`src/rtl/oagu_sorter_pkg.sv`:
```
// Shared types and helpers for the sorter output address generator.
// Line geometry, IOB address width, FSM encoding and count/mask helpers.
package oagu_sorter_pkg;
  localparam int LANES      = 32;
  localparam int DATA_W     = 16;
  localparam int IOB_ADDR_W = 12;
  localparam int CNT_W      = 12;
  localparam int NUM_W      = 16;
  localparam int LANE_IDX_W = $clog2(LANES);

  typedef logic [LANES-1:0][DATA_W-1:0] line_t;
  typedef logic [LANES-1:0]             mask_t;

  typedef enum logic [1:0] {ST_IDLE, ST_RUN, ST_DONE} state_e;

  // Whole lines plus one partial line when the element count is not line-aligned.
  function automatic logic [CNT_W-1:0] line_count(input logic [NUM_W-1:0] num);
    return CNT_W'(num >> LANE_IDX_W) + CNT_W'(|num[LANE_IDX_W-1:0]);
  endfunction

  function automatic mask_t last_mask(input logic [LANE_IDX_W-1:0] rem);
    mask_t m;
    m = '1;
    if (rem != '0)
      for (int i = 0; i < LANES; i++) m[i] = (LANE_IDX_W'(i) < rem);
    return m;
  endfunction
endpackage

```
`src/rtl/oagu_sorter_if.sv`:
```
// Sorter-side handshake, controller start/status and IOB write port bundle.
interface oagu_sorter_if;
  import oagu_sorter_pkg::*;

  logic                  i_AGUStart;
  logic [IOB_ADDR_W-1:0] i_StartAddr;
  logic [NUM_W-1:0]      i_Output_sorter_num;
  logic                  i_sorter_valid;
  line_t                 i_sorter_data;
  logic                  o_sorter_ready;
  logic                  i_IOB_WGnt;
  logic                  o_IOB_WEn;
  logic [IOB_ADDR_W-1:0] o_IOB_WAddr;
  line_t                 o_IOB_WData;
  mask_t                 o_IOB_WMask;
  logic                  o_busy;
  logic                  o_done;

  modport slave (
    input  i_AGUStart, i_StartAddr, i_Output_sorter_num, i_sorter_valid, i_sorter_data, i_IOB_WGnt,
    output o_sorter_ready, o_IOB_WEn, o_IOB_WAddr, o_IOB_WData, o_IOB_WMask, o_busy, o_done
  );

  modport master (
    output i_AGUStart, i_StartAddr, i_Output_sorter_num, i_sorter_valid, i_sorter_data, i_IOB_WGnt,
    input  o_sorter_ready, o_IOB_WEn, o_IOB_WAddr, o_IOB_WData, o_IOB_WMask, o_busy, o_done
  );
endinterface

```
`src/rtl/oagu_sorter_line_fifo.sv`:
```
// Synchronous result-line FIFO with flush; head is read combinationally.
module oagu_line_fifo #(
  parameter int  DEPTH = 4,
  parameter type T     = logic [7:0]
) (
  input  logic i_clk,
  input  logic i_rst,
  input  logic flush_i,
  input  logic push_i,
  input  logic pop_i,
  input  T     wdata_i,
  output T     rdata_o,
  output logic full_o,
  output logic empty_o
);
  localparam int          PW  = $clog2(DEPTH);
  localparam logic [PW:0] ONE = 1;

  logic [PW:0] wr_q, rd_q;
  T            mem_q [DEPTH];
  logic        do_push, do_pop;

  assign empty_o = (wr_q == rd_q);
  assign full_o  = (wr_q[PW] != rd_q[PW]) && (wr_q[PW-1:0] == rd_q[PW-1:0]);
  assign do_pop  = pop_i & ~empty_o & ~flush_i;
  // A pop frees the slot being written, so push is allowed on a full FIFO then.
  assign do_push = push_i & (~full_o | do_pop) & ~flush_i;
  assign rdata_o = mem_q[rd_q[PW-1:0]];

  always_ff @(posedge i_clk or posedge i_rst) begin
    if (i_rst) begin
      wr_q <= '0;
      rd_q <= '0;
    end else if (flush_i) begin
      wr_q <= '0;
      rd_q <= '0;
    end else begin
      if (do_push) wr_q <= wr_q + ONE;
      if (do_pop)  rd_q <= rd_q + ONE;
    end
  end

  always_ff @(posedge i_clk) begin
    if (do_push) mem_q[wr_q[PW-1:0]] <= wdata_i;
  end
endmodule

```
`src/rtl/oagu_sorter.sv`:
```
// Write-side AGU: buffers sorted lines and writes them to consecutive IOB lines,
// masking the unused lanes of a partial final line.
module oagu_sorter
  import oagu_sorter_pkg::*;
#(
  parameter int WR_INTERVAL = 1,
  parameter int FIFO_DEPTH  = 4
) (
  input  logic            i_clk,
  input  logic            i_rst,
  oagu_sorter_if.slave    bus
);
  localparam logic [2:0] GAP_MIN = 3'(WR_INTERVAL - 1);

  state_e                state_q, state_d;
  logic [IOB_ADDR_W-1:0] addr_q;
  logic [CNT_W-1:0]      lines_q, acc_q, iss_q;
  mask_t                 lmask_q;
  logic [2:0]            gap_q;

  logic                  wen_q;
  logic [IOB_ADDR_W-1:0] waddr_q;
  line_t                 wdata_q;
  mask_t                 wmask_q;

  logic  start, run, ready, push, pop, fifo_full, fifo_empty, busy, done;
  line_t head;

  assign start = bus.i_AGUStart;
  assign run   = (state_q == ST_RUN);
  assign ready = run & ~fifo_full & (acc_q < lines_q) & ~start;
  assign push  = ready & bus.i_sorter_valid;
  // Start blocks issue so no line of an aborted job gets registered at the restart edge.
  assign pop   = run & ~fifo_empty & bus.i_IOB_WGnt & (gap_q >= GAP_MIN) & ~start;

  oagu_line_fifo #(.DEPTH(FIFO_DEPTH), .T(line_t)) u_fifo (
    .i_clk   (i_clk),
    .i_rst   (i_rst),
    .flush_i (start),
    .push_i  (push),
    .pop_i   (pop),
    .wdata_i (bus.i_sorter_data),
    .rdata_o (head),
    .full_o  (fifo_full),
    .empty_o (fifo_empty)
  );

  always_ff @(posedge i_clk or posedge i_rst) begin
    if (i_rst) state_q <= ST_IDLE;
    else       state_q <= state_d;
  end

  always_comb begin
    state_d = state_q;
    if (start) state_d = ST_RUN;
    else begin
      case (state_q)
        ST_IDLE: state_d = ST_IDLE;
        ST_RUN:  if (iss_q == lines_q) state_d = ST_DONE;
        ST_DONE: state_d = ST_IDLE;
        default: state_d = ST_IDLE;
      endcase
    end
  end

  always_comb begin
    busy = 1'b0;
    done = 1'b0;
    case (state_q)
      ST_RUN:  busy = 1'b1;
      ST_DONE: begin
        busy = 1'b1;
        done = 1'b1;
      end
      default: ;
    endcase
  end

  always_ff @(posedge i_clk or posedge i_rst) begin
    if (i_rst) begin
      addr_q  <= '0;
      lines_q <= '0;
      lmask_q <= '0;
      acc_q   <= '0;
      iss_q   <= '0;
      gap_q   <= '0;
    end else if (start) begin
      addr_q  <= bus.i_StartAddr;
      lines_q <= line_count(bus.i_Output_sorter_num);
      lmask_q <= last_mask(bus.i_Output_sorter_num[LANE_IDX_W-1:0]);
      acc_q   <= '0;
      iss_q   <= '0;
      gap_q   <= '0;
    end else begin
      if (push) acc_q <= acc_q + 1'b1;
      if (pop) begin
        iss_q  <= iss_q + 1'b1;
        addr_q <= addr_q + 1'b1;
        gap_q  <= '0;
      end else if (gap_q != 3'd7) begin
        gap_q  <= gap_q + 3'd1;
      end
    end
  end

  always_ff @(posedge i_clk or posedge i_rst) begin
    if (i_rst) begin
      wen_q   <= 1'b0;
      waddr_q <= '0;
      wdata_q <= '0;
      wmask_q <= '0;
    end else begin
      wen_q <= pop;
      if (pop) begin
        waddr_q <= addr_q;
        wdata_q <= head;
        wmask_q <= (iss_q == lines_q - 1'b1) ? lmask_q : '1;
      end
    end
  end

  assign bus.o_sorter_ready = ready;
  assign bus.o_IOB_WEn      = wen_q;
  assign bus.o_IOB_WAddr    = waddr_q;
  assign bus.o_IOB_WData    = wdata_q;
  assign bus.o_IOB_WMask    = wmask_q;
  assign bus.o_busy         = busy;
  assign bus.o_done         = done;
endmodule

```
`src/flat_wrapper.sv`:
```
// flat-port wrapper written by rule: the top's interface ports become plain ports
module oagu_sorter_flat import oagu_sorter_pkg::*;
#(
  parameter int WR_INTERVAL = 1,
  parameter int FIFO_DEPTH  = 4
)
  (i_clk, i_rst, bus_i_AGUStart, bus_i_StartAddr, bus_i_Output_sorter_num, bus_i_sorter_valid, bus_i_sorter_data, bus_i_IOB_WGnt, bus_o_sorter_ready, bus_o_IOB_WEn, bus_o_IOB_WAddr, bus_o_IOB_WData, bus_o_IOB_WMask, bus_o_busy, bus_o_done);
  oagu_sorter_if bus_i ();
  input  logic i_clk;
  input  logic i_rst;
  input wire logic [$bits(bus_i.i_AGUStart)-1:0] bus_i_AGUStart;
  input wire logic [$bits(bus_i.i_StartAddr)-1:0] bus_i_StartAddr;
  input wire logic [$bits(bus_i.i_Output_sorter_num)-1:0] bus_i_Output_sorter_num;
  input wire logic [$bits(bus_i.i_sorter_valid)-1:0] bus_i_sorter_valid;
  input wire logic [$bits(bus_i.i_sorter_data)-1:0] bus_i_sorter_data;
  input wire logic [$bits(bus_i.i_IOB_WGnt)-1:0] bus_i_IOB_WGnt;
  output wire logic [$bits(bus_i.o_sorter_ready)-1:0] bus_o_sorter_ready;
  output wire logic [$bits(bus_i.o_IOB_WEn)-1:0] bus_o_IOB_WEn;
  output wire logic [$bits(bus_i.o_IOB_WAddr)-1:0] bus_o_IOB_WAddr;
  output wire logic [$bits(bus_i.o_IOB_WData)-1:0] bus_o_IOB_WData;
  output wire logic [$bits(bus_i.o_IOB_WMask)-1:0] bus_o_IOB_WMask;
  output wire logic [$bits(bus_i.o_busy)-1:0] bus_o_busy;
  output wire logic [$bits(bus_i.o_done)-1:0] bus_o_done;
  assign bus_i.i_AGUStart = bus_i_AGUStart;
  assign bus_i.i_StartAddr = bus_i_StartAddr;
  assign bus_i.i_Output_sorter_num = bus_i_Output_sorter_num;
  assign bus_i.i_sorter_valid = bus_i_sorter_valid;
  assign bus_i.i_sorter_data = bus_i_sorter_data;
  assign bus_i.i_IOB_WGnt = bus_i_IOB_WGnt;
  assign bus_o_sorter_ready = bus_i.o_sorter_ready;
  assign bus_o_IOB_WEn = bus_i.o_IOB_WEn;
  assign bus_o_IOB_WAddr = bus_i.o_IOB_WAddr;
  assign bus_o_IOB_WData = bus_i.o_IOB_WData;
  assign bus_o_IOB_WMask = bus_i.o_IOB_WMask;
  assign bus_o_busy = bus_i.o_busy;
  assign bus_o_done = bus_i.o_done;
  oagu_sorter #(.WR_INTERVAL(WR_INTERVAL), .FIFO_DEPTH(FIFO_DEPTH)) u_core (.i_clk(i_clk), .i_rst(i_rst), .bus(bus_i));
endmodule
```
`config.mk`:
```
export PLATFORM = sky130hd
export DESIGN_NAME = oagu_sorter_flat
export DESIGN_NICKNAME = d
export VERILOG_FILES = /design/src/rtl/oagu_sorter_pkg.sv /design/src/rtl/oagu_sorter_if.sv /design/src/rtl/oagu_sorter_line_fifo.sv /design/src/rtl/oagu_sorter.sv /design/src/flat_wrapper.sv
export SDC_FILE = /design/constraint.sdc
export NUM_CORES = 2
export LEC_CHECK = 0
export BUFFER_PORTS_ARGS = -buffer_cell sky130_fd_sc_hd__buf_2
export CAP_MARGIN = 10
export CORE_MARGIN = 4
export CORE_UTILIZATION = 43
export DETAILED_ROUTE_END_ITERATION = 10
export PLACE_DENSITY = 0.65
export REMOVE_ABC_BUFFERS = 1
export SLEW_MARGIN = 0
export SYNTH_ARGS = -nofsm -noshare
export SYNTH_HDL_FRONTEND = slang
export SYNTH_SLANG_ARGS = --single-unit
```
`constraint.sdc`:
```
create_clock -name i_clk -period 29.8 [get_ports i_clk]
set_input_delay 0 -clock i_clk [delete_from_list [all_inputs] [get_ports i_clk]]
set_output_delay 0 -clock i_clk [all_outputs]
set_load 0.01 [all_outputs]
```
### Yosys cells after proc, flatten, opt, wreduce, memory -nomap -nowiden

Memories as Yosys holds them, arrays and structs flattened. A register that Yosys moved wholly into a read port is not among the register bits.
Cells that the tools add are included.

| storage, ports and cells | value |
|---|---|
| memories | 1 |
| RAM bits | 2048 |
| output and inout port bits | 560 |
| register bits after elaboration | 136 |
| input bits | 545 |

Memories:

| memory | depth | bits a word | read ports | clocked after memory_dff | write ports | line | text |
|---|---|---|---|---|---|---|---|
| u_core.u_fifo.mem_q | 4 | 512 | 1 | 1 | 1 | oagu_sorter_line_fifo.sv:20 | `T mem_q [DEPTH];` |

| operators by class | value |
|---|---|
| magnitude comparators | 34 |
| $add $sub $neg | 8 |
| equal/unequal tests | 9 |
| reductions and logical operators | 9 |
| bitwise operators | 16 |
| mux-type cells | 22 |

Operators with widths:

| cell | count |
|---|---|
| less-than comparator 5 bit (first input constant) | 16 |
| two-way mux 12 bit | 6 |
| two-way mux 32 bit | 2 |
| less-than comparator 4 x 5 -> 1 bit (first input constant) | 8 |
| adder 12 x 1 -> 12 bit (second input constant) | 3 |
| == test 12 bit | 2 |
| two-way mux 3 bit | 7 |
| less-than comparator 3 x 5 -> 1 bit (first input constant) | 4 |
| adder 11 x 1 -> 12 bit | 1 |
| AND 1 bit | 12 |
| less-than comparator 12 bit | 1 |
| subtractor 12 x 1 -> 12 bit (second input constant) | 1 |
| less-than comparator 1 x 5 -> 1 bit (first input constant) | 2 |
| less-than comparator 2 x 5 -> 1 bit (first input constant) | 2 |
| adder 3 x 1 -> 3 bit (second input constant) | 3 |
| nonzero test 2 bit | 4 |
| two-way mux 2 bit | 3 |
| != test 3 bit (second input constant) | 2 |
| nonzero test 5 bit | 1 |
| OR reduction 5 bit | 1 |
| two-way mux 1 bit | 4 |
| == test 3 bit | 1 |
| greater-or-equal comparator 3 x 1 -> 1 bit (second input constant) | 1 |
| inverter 1 bit | 3 |
| other kinds (8) | 8 |

### Depth between registers and ports, before layout

| logic depth | value |
|---|---|
| word-level depth | 13 |
| mapped depth | 11 |

### Cells and area by module

From an unflattened synthesis, not the netlist that was laid out.

| second synthesis, totals | value |
|---|---|
| cell total of the unflattened synthesis | 5539 |
| area, all modules | 99741.9 µm² |

By module, submodules not included:

| module | area each (µm²) | times used | sequential area each (µm²) | cells each |
|---|---|---|---|---|
| oagu_line_fifo | 74438.9 | 1 | 61649.1 | 2730 |
| oagu_sorter | 25303.0 | 1 | 15990.3 | 2809 |

### Worst setup path after synthesis

Ideal clock, no wire load.

| timing | value |
|---|---|
| path kind | flip-flop to flip-flop |
| from | reg u_core.lines_q[5] |
| to | mem u_core.u_fifo.mem_q[0][0] in the netlist's numbering (enable) |
| arrival time | 13.600 ns |
| setup time | 0.943 ns |
| period minus slack after synthesis | 14.543 ns |
| buffers on the path | 2 |
| setup slack | 15.257 ns |
| data required time | 28.857 ns |
| cell stages (with the launch flop) | 9 |
| cells stage by stage | dfrtp_1 -> clkbuf_1 -> inv_1 -> ha_1 -> a2111oi_0 -> o21ai_0 -> a211oi_1 -> clkbuf_1 -> and2_1 |

| on the way | value |
|---|---|
| word-level cells in the longest chain between the ends | 8 |

RTL lines:

| element | line | text |
|---|---|---|
| start, declared | oagu_sorter.sv:17 | `logic [CNT_W-1:0] lines_q, acc_q, iss_q;` |
| start signal, assigned | oagu_sorter.sv:89 | `lines_q <= line_count(bus.i_Output_sorter_num);` |
| less-than comparator 12 bit | oagu_sorter.sv:31 | `assign ready = run & ~fifo_full & (acc_q < lines_q) & ~start;` |
| AND 1 bit (2 in series) | oagu_sorter.sv:31 |  |
| AND 1 bit | oagu_sorter.sv:32 | `assign push = ready & bus.i_sorter_valid;` |
| AND 1 bit (2 in series) | oagu_sorter_line_fifo.sv:27 | `assign do_push = push_i & (~full_o \| do_pop) & ~flush_i;` |
| two-way mux 1 bit | oagu_sorter_line_fifo.sv:44 | `if (do_push) mem_q[wr_q[PW-1:0]] <= wdata_i;` |
| two-way mux 1 bit (implied by the code) | oagu_sorter_line_fifo.sv:44 |  |
| end, declared | oagu_sorter_line_fifo.sv:20 |  |

Every way passes these cells.

### Worst setup path after layout

| timing | value |
|---|---|
| from | reg u_core.lines_q[5] |
| to | mem u_core.u_fifo.mem_q[1][21] in the netlist's numbering (enable) |

Same word-level chain as after synthesis.

==> out/results.tsv <==
stage	metric	value	unit
die	FP Rows	176	
sta	worst hold slack	90.2	ps
power	Final Total Pwr	10.3	mW
logic_synthesis	sequential area share after synthesis	0.783	
logic_synthesis	asr flop ratio synth	0.240	
job	Max Cap Viol	0	
logic_synthesis	number of synthesized flops with an enable pin	2048	
clock_network	clk slew on worst S/H paths	60	ps
layout	Area Growth Syn to Fin	30.0	%
sta	fin crit share	0.217	
clock_network	setup repair bufs after CTS	0	
power	power density over the cells	79.5	nW/um^2
detailed_routing	routed vias/inst	5.22	
sta	Final Hold Fails	0	
logic_synthesis	Synth cell types	64	
sta	worst slew pin tran	1110	ps
logic_synthesis	Synth Flop Type	edfxtp_1	
clock_network	total CTS buffers	294	
layout	share of layout cells above drive strength 1	0.267	
sta	Final Max Slew Viols	0	
clock_network	maximum buffer depth of the clock tree	4	
worst_setup_path	CP startpoint kind	register	
sta	RSZ-0062 raised after global routing	no	
place	IO Port Bufs	1104	
detailed_routing	Avg WL per Cell	23.1	microns
worst_setup_path	critical path class	register to register	
worst_setup_path	critical-path maximum fanout	60	
worst_setup_path	WP data required	30300	ps
die	core region area	230000	sq um
sta	Tmin final	6460	ps
power	Worst VDD drop	0.0896	mV
hold_path	Hold Crit Class	input pin to register	
global_routing	vias in the first global route	60400	
detailed_routing	vias	58200	
clock_network	H-tree Lvls	5	
die	die height	488	microns
outcome	outcome	completed	
clock_network	CTS resizes	0	
global_routing	largest net degree at the start of global routing	151	
layout	Final Cell Area	129000	sq um
place	dpl ws	23230	ps
hold_path	Hold Crit Depth	2	
die	die footprint	238000	sq um
sta	skew final	75.8	ps
layout	nets@finish	8415	
place	placed cell area	108000	sq um
logic_synthesis	Synth top cells by count	edfxtp_1 (2048), nand2_1 (1607), dfrtp_1 (645), mux4_2 (512), clkbuf_1 (218)	
place	placer congestion estimate	0.857	
clock_network	CTS tree	yes	
logic_synthesis	dominant cell type by area after synthesis	edfxtp_1	
global_routing	first-pass GRT wire length	386	mm
detailed_routing	WL final	257	mm
logic_synthesis	Ys Warns	0	
sta	FMAX	155	MHz
detailed_routing	Iter 0 DRT Violations	4743	
global_routing	initial antenna violation count	81	
logic_synthesis	Yosys top cell area share	0.620	
detailed_routing	Final ANT Viol Nets	0	
clock_network	Worst-Skew Late Latency	900	ps
sta	endpoints failing setup	0	
worst_setup_path	Arr. time, crit path	6950	ps
die	DIE WIDTH	488	microns
power	static leakage	49.0	nW
logic_synthesis	Yosys reg bits	2693	
global_routing	Congestion Overflow GR	0	
worst_setup_path	crit end category	register	
clock_network	# clock sinks	2693	
sta	setup TNS	0	ps
sta	max_slew headroom	0.259	
logic_synthesis	cells after synthesis	5529	
place	HPWL after DPL	156	mm
die	I/O pin cnt	1105	
detailed_routing	Remaining DRCs	0	
die	Initial Utilization	0.432	
worst_setup_path	R2R depth	11	
detailed_routing	Pre-antenna DRT Iters	5	
logic_synthesis	syn avg cell area	17.9	sq um
sta	Setup WS post-layout	23340	ps
global_routing	GRT Overall Usage	0.213	
logic_synthesis	top-count cell post-synth	edfxtp_1	
logic_synthesis	post-synthesis cell area	99200	sq um
clock_network	clock tree root driver cell	clkbuf_16	
logic_synthesis	Area contributors post-synth	edfxtp_1 (62%), dfrtp_1 (16%), mux4_2 (12%), nand2_1 (6.1%), clkbuf_1 (0.82%)	
-- critical path: stages, from the launching register on --
cell and delay (ps):
dfrtp_1 570, inv_1 90, ha_1 210, a2111oi_0 370, o21ai_0 270, a211oi_2 230
buf_4 280, and2_4 770, buf_4 750, buf_4 740, buf_4 730, buf_4 820
-- final cells by class --
class                           count  area [sq um]
Fill cell                       17500        101000
Sequential cell                  2693         77600
Multi-Input combinational cell   2529         20400
Timing Repair Buffer             2293         17300
Clock buffer                      388          8080
Tap cell                         3026          3790
Clock inverter                    130          1340
Antenna cell                       66           165
Inverter                           35           146
-- cell families after synthesis --
family / after synthesis / synth area share
AOI/OAI and AO/OA: 163 / 0.0110
DFF: 2693 / 0.783
xor gates and xnor gates: 48 / 0.00424
adders and majority gates: 24 / 0.00303
buffers and inverters: 307 / 0.0119
muxes: 523 / 0.117
and+or+nand+nor: 1771 / 0.0696
-- metal layers --
layer / part of all wire / track usage
met1: 0.40 / 0.281
met2: 0.48 / 0.339
met3: 0.083 / 0.0563
met4: 0.040 / 0.0835
met5: 0.0012 / 0
-- stage by stage --
step,instances,utilization
after floorplan,5257,-
after global placement,9466,0.471
after detailed placement,9466,0.471
after CTS,11100,0.561
after global routing,11100,0.561
final,11200,0.561
-- where the power goes --
group          leakage, nW  switching, mW  internal, mW  total, mW
combinational         17.9           1.09         0.810       1.90
clock                 4.63           1.43          2.12       3.55
sequential            26.5          0.305          4.50       4.80
total                 49.0           2.83          7.42       10.3
-- registers in the layout, indices dropped and copies added, names as in the netlist --
signal                  count
u_core.u_fifo.wr_q          3
u_core.bus.o_IOB_WEn        1
u_core.lmask_q             32
u_core.addr_q              12
u_core.lines_q             12
u_core.u_fifo.rd_q          3
u_core.u_fifo.mem_q      2048
u_core.state_q              2
u_core.bus.o_IOB_WData    512
u_core.iss_q               12
u_core.bus.o_IOB_WAddr     12
u_core.acc_q               12
u_core.bus.o_IOB_WMask     32
-- path summary, 6_finish.rpt --
kind,start,to,slack (ps)
max in group asynchronous,i_rst,u_core.bus.o_IOB_WData[122],25670
worst min register to register,u_core.bus.o_IOB_WData[126],u_core.bus.o_IOB_WData[126],470
worst max register to register,u_core.lines_q[5],u_core.u_fifo.mem_q[1][21],23340
worst min-delay path,bus_i_sorter_data[436],u_core.u_fifo.mem_q[2][436],90
worst max-delay path,u_core.lines_q[5],u_core.u_fifo.mem_q[1][21],23340
min in group asynchronous,i_rst,u_core.bus.o_IOB_WData[279],480
-- placed cells by master (no fill, tap or decap), types with 10 or more instances in the layout --
cell type	count
and3_1	13
clkbuf_16	298
clkinv_1	27
buf_4	71
xnor2_1	15
mux4_2	512
nand3_1	12
inv_6	13
clkbuf_1	62
diode_2	66
xor2_1	33
bufinv_16	24
dfrtp_1	643
edfxtp_1	2048
buf_2	1103
o22a_1	30
clkbuf_8	28
nor2_1	64
clkinv_2	50
nand2_1	1607
a21oi_1	52
nand4_1	21
o21ai_0	30
ha_1	24
nand2b_1	10
dlygate4sd3_1	1110
inv_1	33
-- timing repair --
action	4_1_cts	5_1_grt
endpoints found under the setup margin	0	0
hold buffers	1110	0
endpoints found under the hold margin	2218	0
(Power assumes the default switching activity.)
